--- config.mk ---
export PLATFORM = sky130hd
export DESIGN_NAME = pipeline_ctrl_flat
export DESIGN_NICKNAME = d
export VERILOG_FILES = /design/src/rtl/pipeline_ctrl_pkg.sv /design/src/rtl/pipeline_ctrl_if.sv /design/src/rtl/pipeline_ctrl_hazard_detect.sv /design/src/rtl/pipeline_ctrl.sv /design/src/flat_wrapper.sv
export SDC_FILE = /design/constraint.sdc
export NUM_CORES = 1
export LEC_CHECK = 0
export ABC_AREA = 1
export CORE_MARGIN = 2
export CORE_UTILIZATION = 43
export CTS_BUF_LIST = sky130_fd_sc_hd__clkbuf_4
export DETAILED_ROUTE_END_ITERATION = 12
export GPL_TIMING_DRIVEN = 0
export PLACE_DENSITY = 0.74
export SKIP_CTS_REPAIR_TIMING = 1
export SLEW_MARGIN = 0
export SYNTH_ARGS = -nofsm -noshare
export SYNTH_HDL_FRONTEND = slang
export SYNTH_SLANG_ARGS = --single-unit
--- constraint.sdc ---
create_clock -name Clock_i -period 1.88 [get_ports Clock_i]
set_input_delay 0.282 -clock Clock_i [delete_from_list [all_inputs] [get_ports Clock_i]]
set_output_delay 0.282 -clock Clock_i [all_outputs]
set_load 0.1 [all_outputs]
--- src/rtl/pipeline_ctrl_pkg.sv ---
// Shared encodings for the pipeline stall/flush sequencer: FSM states,
// register-index width, EX/MEM M-field bit positions and the NOP word.
package pipeline_ctrl_pkg;

  localparam int REG_W   = 5;
  localparam int STATE_W = 1;

  localparam logic [STATE_W-1:0] RUN      = 1'b0;
  localparam logic [STATE_W-1:0] MEM_WAIT = 1'b1;

  // Bit positions of the memory/branch control group carried in EX/MEM.
  localparam int M_MEMREAD  = 0;
  localparam int M_MEMWRITE = 1;
  localparam int M_BRANCH   = 2;
  localparam int M_W        = 3;

  localparam logic [31:0] NOP_INSTR = 32'h0000_0000;

  function automatic logic is_mem_access(input logic rd, input logic wr);
    return rd | wr;
  endfunction

endpackage

--- src/rtl/pipeline_ctrl_if.sv ---
// Bundle of hazard inputs and stage-control outputs exchanged between the
// sequencer (master) and the pipeline datapath (slave).
interface pipeline_ctrl_if import pipeline_ctrl_pkg::*; #(
  parameter int CNT_W = 16
);

  logic [REG_W-1:0] if_id_reg_rs;
  logic [REG_W-1:0] if_id_reg_rt;
  logic             id_ex_mem_read;
  logic [REG_W-1:0] id_ex_reg_rt;
  logic             branch;
  logic             ex_mem_mem_read;
  logic             ex_mem_mem_write;
  logic             dmem_ack;

  logic             pc_write;
  logic             if_id_write;
  logic             if_id_flush;
  logic             id_ex_bubble;
  logic             id_ex_hold;
  logic             ex_mem_hold;
  logic             mem_wb_bubble;
  logic             dmem_req;
  logic [CNT_W-1:0] stall_cnt;
  logic             mem_err;

  modport master (
    input  if_id_reg_rs, if_id_reg_rt, id_ex_mem_read, id_ex_reg_rt, branch,
           ex_mem_mem_read, ex_mem_mem_write, dmem_ack,
    output pc_write, if_id_write, if_id_flush, id_ex_bubble, id_ex_hold,
           ex_mem_hold, mem_wb_bubble, dmem_req, stall_cnt, mem_err
  );

  modport slave (
    output if_id_reg_rs, if_id_reg_rt, id_ex_mem_read, id_ex_reg_rt, branch,
           ex_mem_mem_read, ex_mem_mem_write, dmem_ack,
    input  pc_write, if_id_write, if_id_flush, id_ex_bubble, id_ex_hold,
           ex_mem_hold, mem_wb_bubble, dmem_req, stall_cnt, mem_err
  );

endinterface

--- src/rtl/pipeline_ctrl_hazard_detect.sv ---
// Combinational load-use detector: a load in EX whose destination feeds the
// instruction in ID. Writes to $zero never create a dependency.
module pipeline_ctrl_hazard_detect import pipeline_ctrl_pkg::*; (
  input  logic             id_ex_mem_read,
  input  logic [REG_W-1:0] id_ex_reg_rt,
  input  logic [REG_W-1:0] if_id_reg_rs,
  input  logic [REG_W-1:0] if_id_reg_rt,
  output logic             load_use
);

  always_comb begin
    load_use = id_ex_mem_read
             && (id_ex_reg_rt != '0)
             && ((id_ex_reg_rt == if_id_reg_rs) || (id_ex_reg_rt == if_id_reg_rt));
  end

endmodule

--- src/rtl/pipeline_ctrl.sv ---
// Stall/flush sequencer for the 5-stage pipeline: memory-wait freeze FSM with
// timeout, load-use bubble, branch squash, saturating stall counter.
module pipeline_ctrl import pipeline_ctrl_pkg::*; #(
  parameter int MEM_TIMEOUT = 64,
  parameter int CNT_W       = 16
) (
  input logic             Clock_i,
  input logic             Reset_i,
  pipeline_ctrl_if.master bus
);

  localparam int WAIT_W = (MEM_TIMEOUT > 1) ? $clog2(MEM_TIMEOUT) : 1;
  localparam logic [WAIT_W-1:0] WAIT_LAST = WAIT_W'(MEM_TIMEOUT - 1);

  logic [STATE_W-1:0] state;
  logic [WAIT_W-1:0]  wait_cnt;
  logic [CNT_W-1:0]   stall_cnt;
  logic               mem_err;

  logic memacc;
  logic load_use;
  logic timeout_hit;
  logic frozen;

  logic pc_write;
  logic if_id_write;
  logic if_id_flush;
  logic id_ex_bubble;
  logic id_ex_hold;
  logic ex_mem_hold;
  logic mem_wb_bubble;
  logic dmem_req;

  function automatic logic [CNT_W-1:0] sat_inc(input logic [CNT_W-1:0] c);
    return (c == '1) ? c : c + CNT_W'(1);
  endfunction

  pipeline_ctrl_hazard_detect u_hazard (
    .id_ex_mem_read (bus.id_ex_mem_read),
    .id_ex_reg_rt   (bus.id_ex_reg_rt),
    .if_id_reg_rs   (bus.if_id_reg_rs),
    .if_id_reg_rt   (bus.if_id_reg_rt),
    .load_use       (load_use)
  );

  always_comb begin
    memacc      = is_mem_access(bus.ex_mem_mem_read, bus.ex_mem_mem_write);
    timeout_hit = (state == MEM_WAIT) && !bus.dmem_ack && (wait_cnt == WAIT_LAST);
    // On the timeout cycle the access is dropped and the pipeline advances.
    frozen      = ((state == RUN) && memacc && !bus.dmem_ack)
               || ((state == MEM_WAIT) && !bus.dmem_ack && !timeout_hit);
  end

  always_comb begin
    pc_write      = 1'b1;
    if_id_write   = 1'b1;
    if_id_flush   = 1'b0;
    id_ex_bubble  = 1'b0;
    id_ex_hold    = 1'b0;
    ex_mem_hold   = 1'b0;
    mem_wb_bubble = 1'b0;
    dmem_req      = 1'b0;
    if (Reset_i) begin
      pc_write      = 1'b0;
      if_id_write   = 1'b0;
      id_ex_bubble  = 1'b1;
      mem_wb_bubble = 1'b1;
    end else begin
      dmem_req = (state == MEM_WAIT) || memacc;
      if (frozen) begin
        pc_write      = 1'b0;
        if_id_write   = 1'b0;
        id_ex_hold    = 1'b1;
        ex_mem_hold   = 1'b1;
        mem_wb_bubble = 1'b1;
      end else if (load_use) begin
        pc_write     = 1'b0;
        if_id_write  = 1'b0;
        id_ex_bubble = 1'b1;
      end else if (bus.branch) begin
        if_id_flush = 1'b1;
      end
    end
  end

  always_ff @(posedge Clock_i) begin
    if (Reset_i) begin
      state     <= RUN;
      wait_cnt  <= '0;
      stall_cnt <= '0;
      mem_err   <= 1'b0;
    end else begin
      if (!pc_write) begin
        stall_cnt <= sat_inc(stall_cnt);
      end
      if (state == RUN) begin
        if (memacc && !bus.dmem_ack) begin
          state    <= MEM_WAIT;
          wait_cnt <= '0;
        end
      end else begin
        if (bus.dmem_ack) begin
          state <= RUN;
        end else if (timeout_hit) begin
          state   <= RUN;
          mem_err <= 1'b1;
        end else begin
          wait_cnt <= wait_cnt + WAIT_W'(1);
        end
      end
    end
  end

  assign bus.pc_write      = pc_write;
  assign bus.if_id_write   = if_id_write;
  assign bus.if_id_flush   = if_id_flush;
  assign bus.id_ex_bubble  = id_ex_bubble;
  assign bus.id_ex_hold    = id_ex_hold;
  assign bus.ex_mem_hold   = ex_mem_hold;
  assign bus.mem_wb_bubble = mem_wb_bubble;
  assign bus.dmem_req      = dmem_req;
  assign bus.stall_cnt     = stall_cnt;
  assign bus.mem_err       = mem_err;

endmodule

--- src/flat_wrapper.sv ---
// flat-port wrapper written by rule: the top's interface ports become plain ports
module pipeline_ctrl_flat import pipeline_ctrl_pkg::*;
#(
  parameter int MEM_TIMEOUT = 64,
  parameter int CNT_W       = 16
)
  (Clock_i, Reset_i, bus_if_id_reg_rs, bus_if_id_reg_rt, bus_id_ex_mem_read, bus_id_ex_reg_rt, bus_branch, bus_ex_mem_mem_read, bus_ex_mem_mem_write, bus_dmem_ack, bus_pc_write, bus_if_id_write, bus_if_id_flush, bus_id_ex_bubble, bus_id_ex_hold, bus_ex_mem_hold, bus_mem_wb_bubble, bus_dmem_req, bus_stall_cnt, bus_mem_err);
  pipeline_ctrl_if #(.CNT_W(CNT_W)) bus_i ();
  input logic Clock_i;
  input logic Reset_i;
  input wire logic [$bits(bus_i.if_id_reg_rs)-1:0] bus_if_id_reg_rs;
  input wire logic [$bits(bus_i.if_id_reg_rt)-1:0] bus_if_id_reg_rt;
  input wire logic [$bits(bus_i.id_ex_mem_read)-1:0] bus_id_ex_mem_read;
  input wire logic [$bits(bus_i.id_ex_reg_rt)-1:0] bus_id_ex_reg_rt;
  input wire logic [$bits(bus_i.branch)-1:0] bus_branch;
  input wire logic [$bits(bus_i.ex_mem_mem_read)-1:0] bus_ex_mem_mem_read;
  input wire logic [$bits(bus_i.ex_mem_mem_write)-1:0] bus_ex_mem_mem_write;
  input wire logic [$bits(bus_i.dmem_ack)-1:0] bus_dmem_ack;
  output wire logic [$bits(bus_i.pc_write)-1:0] bus_pc_write;
  output wire logic [$bits(bus_i.if_id_write)-1:0] bus_if_id_write;
  output wire logic [$bits(bus_i.if_id_flush)-1:0] bus_if_id_flush;
  output wire logic [$bits(bus_i.id_ex_bubble)-1:0] bus_id_ex_bubble;
  output wire logic [$bits(bus_i.id_ex_hold)-1:0] bus_id_ex_hold;
  output wire logic [$bits(bus_i.ex_mem_hold)-1:0] bus_ex_mem_hold;
  output wire logic [$bits(bus_i.mem_wb_bubble)-1:0] bus_mem_wb_bubble;
  output wire logic [$bits(bus_i.dmem_req)-1:0] bus_dmem_req;
  output wire logic [$bits(bus_i.stall_cnt)-1:0] bus_stall_cnt;
  output wire logic [$bits(bus_i.mem_err)-1:0] bus_mem_err;
  assign bus_i.if_id_reg_rs = bus_if_id_reg_rs;
  assign bus_i.if_id_reg_rt = bus_if_id_reg_rt;
  assign bus_i.id_ex_mem_read = bus_id_ex_mem_read;
  assign bus_i.id_ex_reg_rt = bus_id_ex_reg_rt;
  assign bus_i.branch = bus_branch;
  assign bus_i.ex_mem_mem_read = bus_ex_mem_mem_read;
  assign bus_i.ex_mem_mem_write = bus_ex_mem_mem_write;
  assign bus_i.dmem_ack = bus_dmem_ack;
  assign bus_pc_write = bus_i.pc_write;
  assign bus_if_id_write = bus_i.if_id_write;
  assign bus_if_id_flush = bus_i.if_id_flush;
  assign bus_id_ex_bubble = bus_i.id_ex_bubble;
  assign bus_id_ex_hold = bus_i.id_ex_hold;
  assign bus_ex_mem_hold = bus_i.ex_mem_hold;
  assign bus_mem_wb_bubble = bus_i.mem_wb_bubble;
  assign bus_dmem_req = bus_i.dmem_req;
  assign bus_stall_cnt = bus_i.stall_cnt;
  assign bus_mem_err = bus_i.mem_err;
  pipeline_ctrl #(.MEM_TIMEOUT(MEM_TIMEOUT), .CNT_W(CNT_W)) u_core (.Clock_i(Clock_i), .Reset_i(Reset_i), .bus(bus_i));
endmodule
==> results.ini, run 1 <==
[timing]
finalCriticalPeriod_ps = 2323
finalWorstSetupSlack_ps = -442.8
max_slew_margin = 0.3418
setup_viol = 7
hold_ws_ps = 287.1
rsz0062_at_grt = true
drv_slew = 0
fmax_ghz = 0.4305
worst_pin_slew_ps = 985.7
clock_skew_ps = 6.467
finalHoldViolations = 0
finalCritPeriodShare = 1.236
tns_ps = -1844

[die]
ios = 47
die_h_um = 64.00
start_util = 0.4566
die_x_um = 64.00
dieArea_um2 = 4095
coreArea_um2 = 3390
rows = 21

[layout]
final_util = 0.7383
fin_nets = 327
final_area_um2 = 2502
insertedDiodeCount = 0
drive_above_1_share = 0.2483
final_common_cell = nand2_1
stdcell_count = 348
final_cell_mix = 67 x nand2_1, 29 x inv_1, 23 x nand3_1
syn_to_final_growth_pct = 61.68

[detailed_routing]
wl_per_cell_um = 11.87
drc = 0
via_per_inst = 4.888
num_vias = 1701
dr.pass1.iters = 4
drtIter0Drc = 80
totalWireLength_mm = 4.132
antenna_left = 0

[worst_hold_path]
hold_start = Reset_i
hold_depth = 2
worstHoldPathType = input port to flip-flop

[global_route]
grt_usage = 0.1960
grt_first_pass_wirelength_mm = 6.368
grt-ovfl-total = 0
antenna_found_initial = 0
grt_max_degree = 15
grt_pass1_vias = 1570

[synth]
synth_fp_nets = 266
ys_async_sr_fraction = 0
synth_seq_cells = 24
syn_area_per_cell_um2 = 6.396
synth_ff_type = dfxtp_1
synth_cells = 242
synth_edf_count = 0
seq_area_frac_synth = 0.3104
ys_warn_count = 0
yosysUniqueCellTypes = 26
synth.cell_area_um2 = 1548

[setup_path]
worstPathRequired_ps = 1600
reg2reg_to = u_core.bus.stall_cnt[6]
worstSetupStartpointType = flip-flop
r2r_start = u_core.wait_cnt[1]
crit_end = bus_pc_write
rr_worst_depth = 13
critPathKind = flip-flop to primary output
arrival_ps = 2040
path_max_fanout = 7
regToRegSetupSlack_ps = 20
critPathLaunch = u_core.wait_cnt[1]
crit_path_end_kind = primary output

[clock_tree]
root_buffer = clkbuf_4
clkLatencyLatePin_ps = 330
clock_sinks = 24
clk_pin_slew_ps = 150
cts_made_buffers = 3
htreeDepth = 1
cts_tree = built
clockBufferDepth = 2

[placement]
dp_slack_ps = -1389
numPortBuffers = 45
placed_cell_area_um2 = 2181
dpl.cell_count = 333
gp_congestion = 0.8502
dp_hpwl_mm = 2.802

[run_status]
status = finished, violations left
violations = setup timing

[job]
maxCapViolCount = 0

[power_and_ir_drop]
p_int_mw = 0.8833
p_leak_nw = 1.326
p_seq_frac = 0.402
combPwrFrac = 0.299
switching_share = 0.3252
worst_ir_drop_vdd_v = 0.0003915
p_total_mw = 1.309
clkPwrFrac = 0.298
powerDensity_nw_per_um2 = 523.1
switching_power_mw = 0.4257

[worst min-delay path by stage]
stage / to / slack (ps)
floorplan: u_core.wait_cnt[0] / 470
global placement: u_core.bus.mem_err / 460
detailed placement: u_core.bus.mem_err / 460
CTS: u_core.bus.stall_cnt[2] / 430
global route: u_core.bus.stall_cnt[2] / 310
finish: u_core.bus.stall_cnt[2] / 290
[worst max-delay path, cell delays in order (launching register included)]
cell and delay, ps:
dfxtp_4 400, ha_4 140, nand3_2 80, nor2_1 100, nand2_1 90, nand2_2 150
inv_4 60, nor2_4 130, nand2_4 80, buf_8 140, clkinvlp_4 80, buf_6 90
buf_12 160
[flip-flops by register name, summed over array words and instances (netlist names)]
register	cells
u_core.wait_cnt	6
u_core.bus.stall_cnt	16
u_core.bus.mem_err	1
u_core.state	1
[cell usage after synthesis (3+ instances only)]
library cell / count / area share
nand2_1: 68 / 0.16
nor2_1: 24 / 0.058
buf_2: 3 / 0.0097
xnor2_1: 3 / 0.017
xor2_1: 10 / 0.057
nor3_1: 7 / 0.023
a21oi_1: 19 / 0.061
nand4_1: 5 / 0.020
nand3_1: 27 / 0.087
dfxtp_1: 24 / 0.31
o21ai_0: 4 / 0.013
inv_1: 30 / 0.073
[metal layers]
metal	routed length, µm	up-vias	global-route usage
met1	1782	762	0.2202
met3	183	4	0.02993
met2	2124	39	0.3568
met4	42	0	0.09511
met5	0	-	0
li1	-	896	-
[kinds of logic after synthesis]
family                   after synthesis  synth area share
buffers and inverters                 39            0.1067
AO/OA/AOI/OAI                         26           0.09135
AND/OR/NAND/NOR                      138            0.4018
flip-flops                            24            0.3104
XOR/XNOR                              13           0.07357
adder cells (fa/ha/maj)                2           0.01617
[power by group through the flow]
stage / clock network (mW) / logic (mW) / registers, mW
6_report: 0.390 / 0.392 / 0.527
5_1_grt: 0.420 / 0.417 / 0.530
4_1_cts: 0.395 / 0.333 / 0.530
3_5_place_dp: 0 / 0.332 / 0.541
3_3_place_gp: 0 / 0.330 / 0.541
2_1_floorplan: 0 / 0.190 / 0.582
[cell type report]
| type | instances | area, µm² |
|---|---|---|
| plain buffers | 8 | 78.83 |
| clock buffers | 3 | 22.52 |
| clock inverters | 1 | 30.03 |
| fillers | 264 | 887.1 |
| inverters | 31 | 122.6 |
| multi-input cells | 179 | 1027 |
| flip-flops and latches | 24 | 518.0 |
| well taps | 46 | 57.56 |
| repair buffers | 56 | 645.6 |
Power figures use the tool's default switching activity.
==> run 2, diff against run 1 <==
ABC_AREA = default   (was 1)
PLACE_DENSITY = 0.77   (was 0.74)
==> results.ini, run 2 <==
[run_status]
status = finished, violations left
violations = setup timing

[synth]
synth_ff_type = dfxtp_1
synth_edf_count = 0
yosys.area.top_type = dfxtp_1
synth_common_cells = 24 x dfxtp_1, 21 x nor2_1, 16 x a21oi_1
ys_warn_count = 0
yosys-top-cells-area = dfxtp_1 35%, xor2_1 8.4%, a21oi_1 5.9%, nor2_1 5.8%, or3_1 4.6%
synth_seq_cells = 24
yosysMostFrequentCell = dfxtp_1
synth.cell_area_um2 = 1360
synth_cells = 169
synth_top_area_share = 0.3533
syn_area_per_cell_um2 = 8.048
ys_async_sr_fraction = 0
yosysUniqueCellTypes = 35
synth_fp_nets = 193
seq_area_frac_synth = 0.3533

[layout]
final_common_cell = dlymetal6s2s_1
fillers = 204
syn_to_final_growth_pct = 72.03
largest_reg_flops = 16
insertedDiodeCount = 0
drive_above_1_share = 0.3789
fin_nets = 252
final_cell_mix = 20 x dlymetal6s2s_1, 17 x nor2_1, 17 x clkdlybuf4s50_1
largest-register = u_core.bus.stall_cnt
final_area_um2 = 2340
reg_top3 = u_core.bus.stall_cnt: 16 flops, u_core.wait_cnt: 6 flops

[clock_tree]
clkLatencyLatePin_ps = 330
cts_tree = built
clock_sinks = 24
clk_pin_slew_ps = 140
clockBufferDepth = 2
cts_made_buffers = 3
root_buffer = clkbuf_4
htreeDepth = 1

[power_and_ir_drop]
clkPwrFrac = 0.290
switching_share = 0.3335
powerDensity_nw_per_um2 = 569.4
p_leak_nw = 1.145
switching_power_mw = 0.4443
p_int_mw = 0.8879
combPwrFrac = 0.315
worst_ir_drop_vdd_v = 0.0003629
p_seq_frac = 0.394

[worst_hold_path]
whs_endpoint = u_core.bus.stall_cnt[8]
hold_start = Reset_i
worstHoldPathType = input port to flip-flop
hold_depth = 3

[detailed_routing]
wl_per_cell_um = 14.55
antenna_left = 0
totalWireLength_mm = 3.944
drc = 0
num_vias = 1483
via_per_inst = 5.472
drtIter0Drc = 28
dr.pass1.iters = 4

[timing]
max_slew_margin = 0.3522
clock_skew_ps = 4.387
finalWorstSetupSlack_ps = -454.5
tns_ps = -5698
drv_slew = 0
setup_viol = 23
finalCritPeriodShare = 1.242
worst_pin_slew_ps = 970.1
finalHoldViolations = 0
rsz0062_at_grt = true
fmax_ghz = 0.4284
finalCriticalPeriod_ps = 2334

[setup_path]
worstSetupStartpointType = flip-flop
rr_worst_depth = 9
reg2reg_to = u_core.bus.stall_cnt[5]
path_max_fanout = 3
crit_path_end_kind = primary output
arrival_ps = 2050
regToRegSetupSlack_ps = -300
worstPathRequired_ps = 1600
critPathKind = flip-flop to primary output
r2r_start = u_core.wait_cnt[0]

[placement]
numPortBuffers = 45
placed_cell_area_um2 = 1986
dp_slack_ps = -1423
gp_congestion = 0.7445
dp_hpwl_mm = 2.692

[global_route]
grt_max_degree = 15
grt_pass1_vias = 1297
grt_usage = 0.2053
grt-ovfl-total = 0
antenna_found_initial = 0
grt_first_pass_wirelength_mm = 5.685

[die]
dieArea_um2 = 3629
die_x_um = 60.24
die_h_um = 60.24
coreArea_um2 = 3028
ios = 47
start_util = 0.4492
rows = 20

[job]
maxCapViolCount = 0

[run 2: worst max-delay path by stage]
| stage | from | endpoint | cells after the start |
|---|---|---|---|
| 2_1_floorplan | u_core.wait_cnt[0] | bus_if_id_flush | 7 |
| 3_3_place_gp | bus_ex_mem_mem_write | bus_if_id_flush | 8 |
| 3_5_place_dp | bus_ex_mem_mem_write | bus_if_id_flush | 8 |
| 4_1_cts | u_core.wait_cnt[0] | bus_if_id_flush | 8 |
| 5_1_grt | u_core.wait_cnt[0] | bus_if_id_flush | 8 |
| 6_report | u_core.wait_cnt[0] | bus_if_id_flush | 8 |
[run 2: worst max-delay path: stages (launching register included)]
cell	delay, ps
dfxtp_4	390
ha_4	130
nand4_1	160
o211a_4	310
nor2_4	120
clkinvlp_4	140
nor2_4	140
and2_4	170
buf_12	160
[run 2: cell families (layout without fill, tap and decap cells)]
group	count (synthesis)	count (layout)	share of synthesized area
AO/OA/AOI/OAI	37	37	0.1794
buffers and inverters	14	72	0.05519
XOR/XNOR	13	13	0.08372
multiplexers	3	3	0.02668
flip-flops	24	24	0.3533
AND/OR/NAND/NOR	76	76	0.2833
adder cells (fa/ha/maj)	2	2	0.01840
[run 2: layout make-up]
class                   count  area, µm²  area share
clock buffers               3      22.52    0.009626
well taps                  44      55.05     0.02353
repair buffers             54      625.6      0.2674
plain buffers               7      67.56     0.02888
clock inverters             1      30.03     0.01283
flip-flops and latches     24      534.3      0.2283
multi-input cells         131      974.7      0.4166
inverters                   7      30.03     0.01283
[run 2: metal layers]
metal  wire length, µm  global-route usage  up-vias
met2              2108              0.3804       62
met1              1550              0.2362      698
met3               212             0.03247       10
met4                72             0.06667        0
met5                 0                   0        -
li1                  -                   -      713
[run 2: power groups by stage]
stage	combinational, mW	clock [mW]	sequential (mW)
2_1_floorplan	0.194	0	0.594
3_3_place_gp	0.354	0	0.537
3_5_place_dp	0.360	0	0.538
4_1_cts	0.362	0.385	0.526
5_1_grt	0.442	0.403	0.528
6_report	0.420	0.387	0.525
[run 2: metrics by stage]
| stage | cells | power [mW] | hold WS, ps | util |
|---|---|---|---|---|
| 2_1_floorplan | 169 | 0.7873 | 458.5 | - |
| 3_3_place_gp | 258 | 0.8914 | 454.6 | 0.6558 |
| 3_5_place_dp | 258 | 0.8977 | 471.2 | 0.6558 |
| 4_1_cts | 262 | 1.273 | 455.3 | 0.6731 |
| 5_1_grt | 271 | 1.373 | 485.4 | 0.7727 |
| 6_report | 271 | 1.332 | 450.2 | 0.7727 |
==> run 3, diff against run 2 <==
CORE_UTILIZATION = 24   (was 43)
PLACE_DENSITY = default   (was 0.77)
==> results.ini, run 3 (synthesized netlist as in run 2, its figures left out) <==
[run_status]
status = finished, violations left
violations = setup timing

[setup_path]
critPathLaunch = u_core.wait_cnt[0]
regToRegSetupSlack_ps = -280
crit_end = bus_if_id_flush
r2r_start = u_core.wait_cnt[0]
critPathKind = flip-flop to primary output
worstSetupStartpointType = flip-flop
crit_path_end_kind = primary output
rr_worst_depth = 10
arrival_ps = 1980
path_max_fanout = 4
worstPathRequired_ps = 1600
reg2reg_to = u_core.bus.stall_cnt[2]

[layout]
reg_top3 = u_core.bus.stall_cnt: 16 flops, u_core.wait_cnt: 6 flops
final_cell_mix = 21 x dlymetal6s2s_1, 17 x nor2_1, 16 x clkdlybuf4s50_1
final_common_cell = dlymetal6s2s_1
fillers = 554
insertedDiodeCount = 0
fin_nets = 255
largest-register = u_core.bus.stall_cnt
syn_to_final_growth_pct = 77.92
final_area_um2 = 2420
largest_reg_flops = 16
drive_above_1_share = 0.3696

[timing]
finalHoldViolations = 0
setup_viol = 23
drv_slew = 0
finalCriticalPeriod_ps = 2265
max_slew_margin = 0.3400
clock_skew_ps = 4.974
finalCritPeriodShare = 1.205
rsz0062_at_grt = true
worst_pin_slew_ps = 988.3
fmax_ghz = 0.4415
finalWorstSetupSlack_ps = -385.2

[placement]
placed_cell_area_um2 = 2021
numPortBuffers = 45
gp_congestion = 0.7242
dp_hpwl_mm = 2.622
dp_slack_ps = -1446

[die]
rows = 27
die_x_um = 79.28
dieArea_um2 = 6285
coreArea_um2 = 5507
ios = 47
die_h_um = 79.28
start_util = 0.2470

[detailed_routing]
dr.pass1.iters = 4
antenna_left = 0
totalWireLength_mm = 3.825
wl_per_cell_um = 12.67
via_per_inst = 4.692
drtIter0Drc = 36
drc = 0
num_vias = 1417

[job]
maxCapViolCount = 0

[clock_tree]
clkLatencyLatePin_ps = 310
cts_tree = built
cts_made_buffers = 3
clockBufferDepth = 2
clk_pin_slew_ps = 140
root_buffer = clkbuf_4
clock_sinks = 24
htreeDepth = 1

[power_and_ir_drop]
p_leak_nw = 1.168
powerDensity_nw_per_um2 = 494.6
p_total_mw = 1.197
worst_ir_drop_vdd_v = 0.0003313

[global_route]
grt_usage = 0.1102
grt_first_pass_wirelength_mm = 5.671
grt_max_degree = 14
antenna_found_initial = 0
grt_pass1_vias = 1267
grt-ovfl-total = 0

[worst_hold_path]
worstHoldPathType = input port to flip-flop
hold_depth = 3

[run 3: cell type report]
type                       count  area [µm²]  share of cell area
buffer                         7       73.82             0.03051
clock buffer                   3       22.52            0.009307
clock inverter                 1       3.754            0.001551
inverter                       7       30.03             0.01241
multi-input combinational    131       992.2              0.4100
sequential                    24       534.3              0.2208
tap                           72       90.09             0.03723
timing repair buffer          57       673.1              0.2782
[run 3: layer usage]
layer / part of all wire / GRT usage
met2: 0.46 / 0.1720
met4: 0.0063 / 0.02759
met1: 0.46 / 0.1520
met5: 0 / 0
met3: 0.071 / 0.02727
[run 3: stage by stage]
stage	TNS [ps]	std cells	util	hold slack, ps
after detailed placement	-16560	286	0.3670	472.7
final	-5040	302	0.4394	463.7
after global placement	-16220	286	0.3670	466.8
after floorplan	-3408	169	-	458.5
after CTS	-16250	290	0.3717	459.4
after global routing	-7140	302	0.4394	479.9
[run 3: worst max-delay path, cell delays in order (launching register included)]
cell and delay, ps:
dfxtp_4 390, ha_4 130, nand4_1 160, o211a_4 310, nor2_4 120, clkinvlp_4 130, nor2_4 110, and2_4 160
buf_12 160
[run 3: power by group]
| group | leakage, nW | switching (mW) | internal, mW | total (mW) |
|---|---|---|---|---|
| logic | 0.946 | 0.260 | 0.177 | 0.437 |
| clock network | 0.0154 | 0.155 | 0.0774 | 0.233 |
| registers | 0.207 | 0.0184 | 0.508 | 0.527 |
| total | 1.17 | 0.434 | 0.763 | 1.20 |
[run 3: worst min-delay path by stage]
| stage | startpoint | to | slack (ps) |
|---|---|---|---|
| 2_1_floorplan | u_core.wait_cnt[5] | u_core.wait_cnt[5] | 460 |
| 3_3_place_gp | u_core.wait_cnt[1] | u_core.wait_cnt[1] | 470 |
| 3_5_place_dp | u_core.wait_cnt[1] | u_core.wait_cnt[1] | 470 |
| 4_1_cts | Reset_i | u_core.bus.stall_cnt[12] | 460 |
| 5_1_grt | Reset_i | u_core.bus.stall_cnt[12] | 480 |
| 6_report | Reset_i | u_core.bus.stall_cnt[12] | 460 |
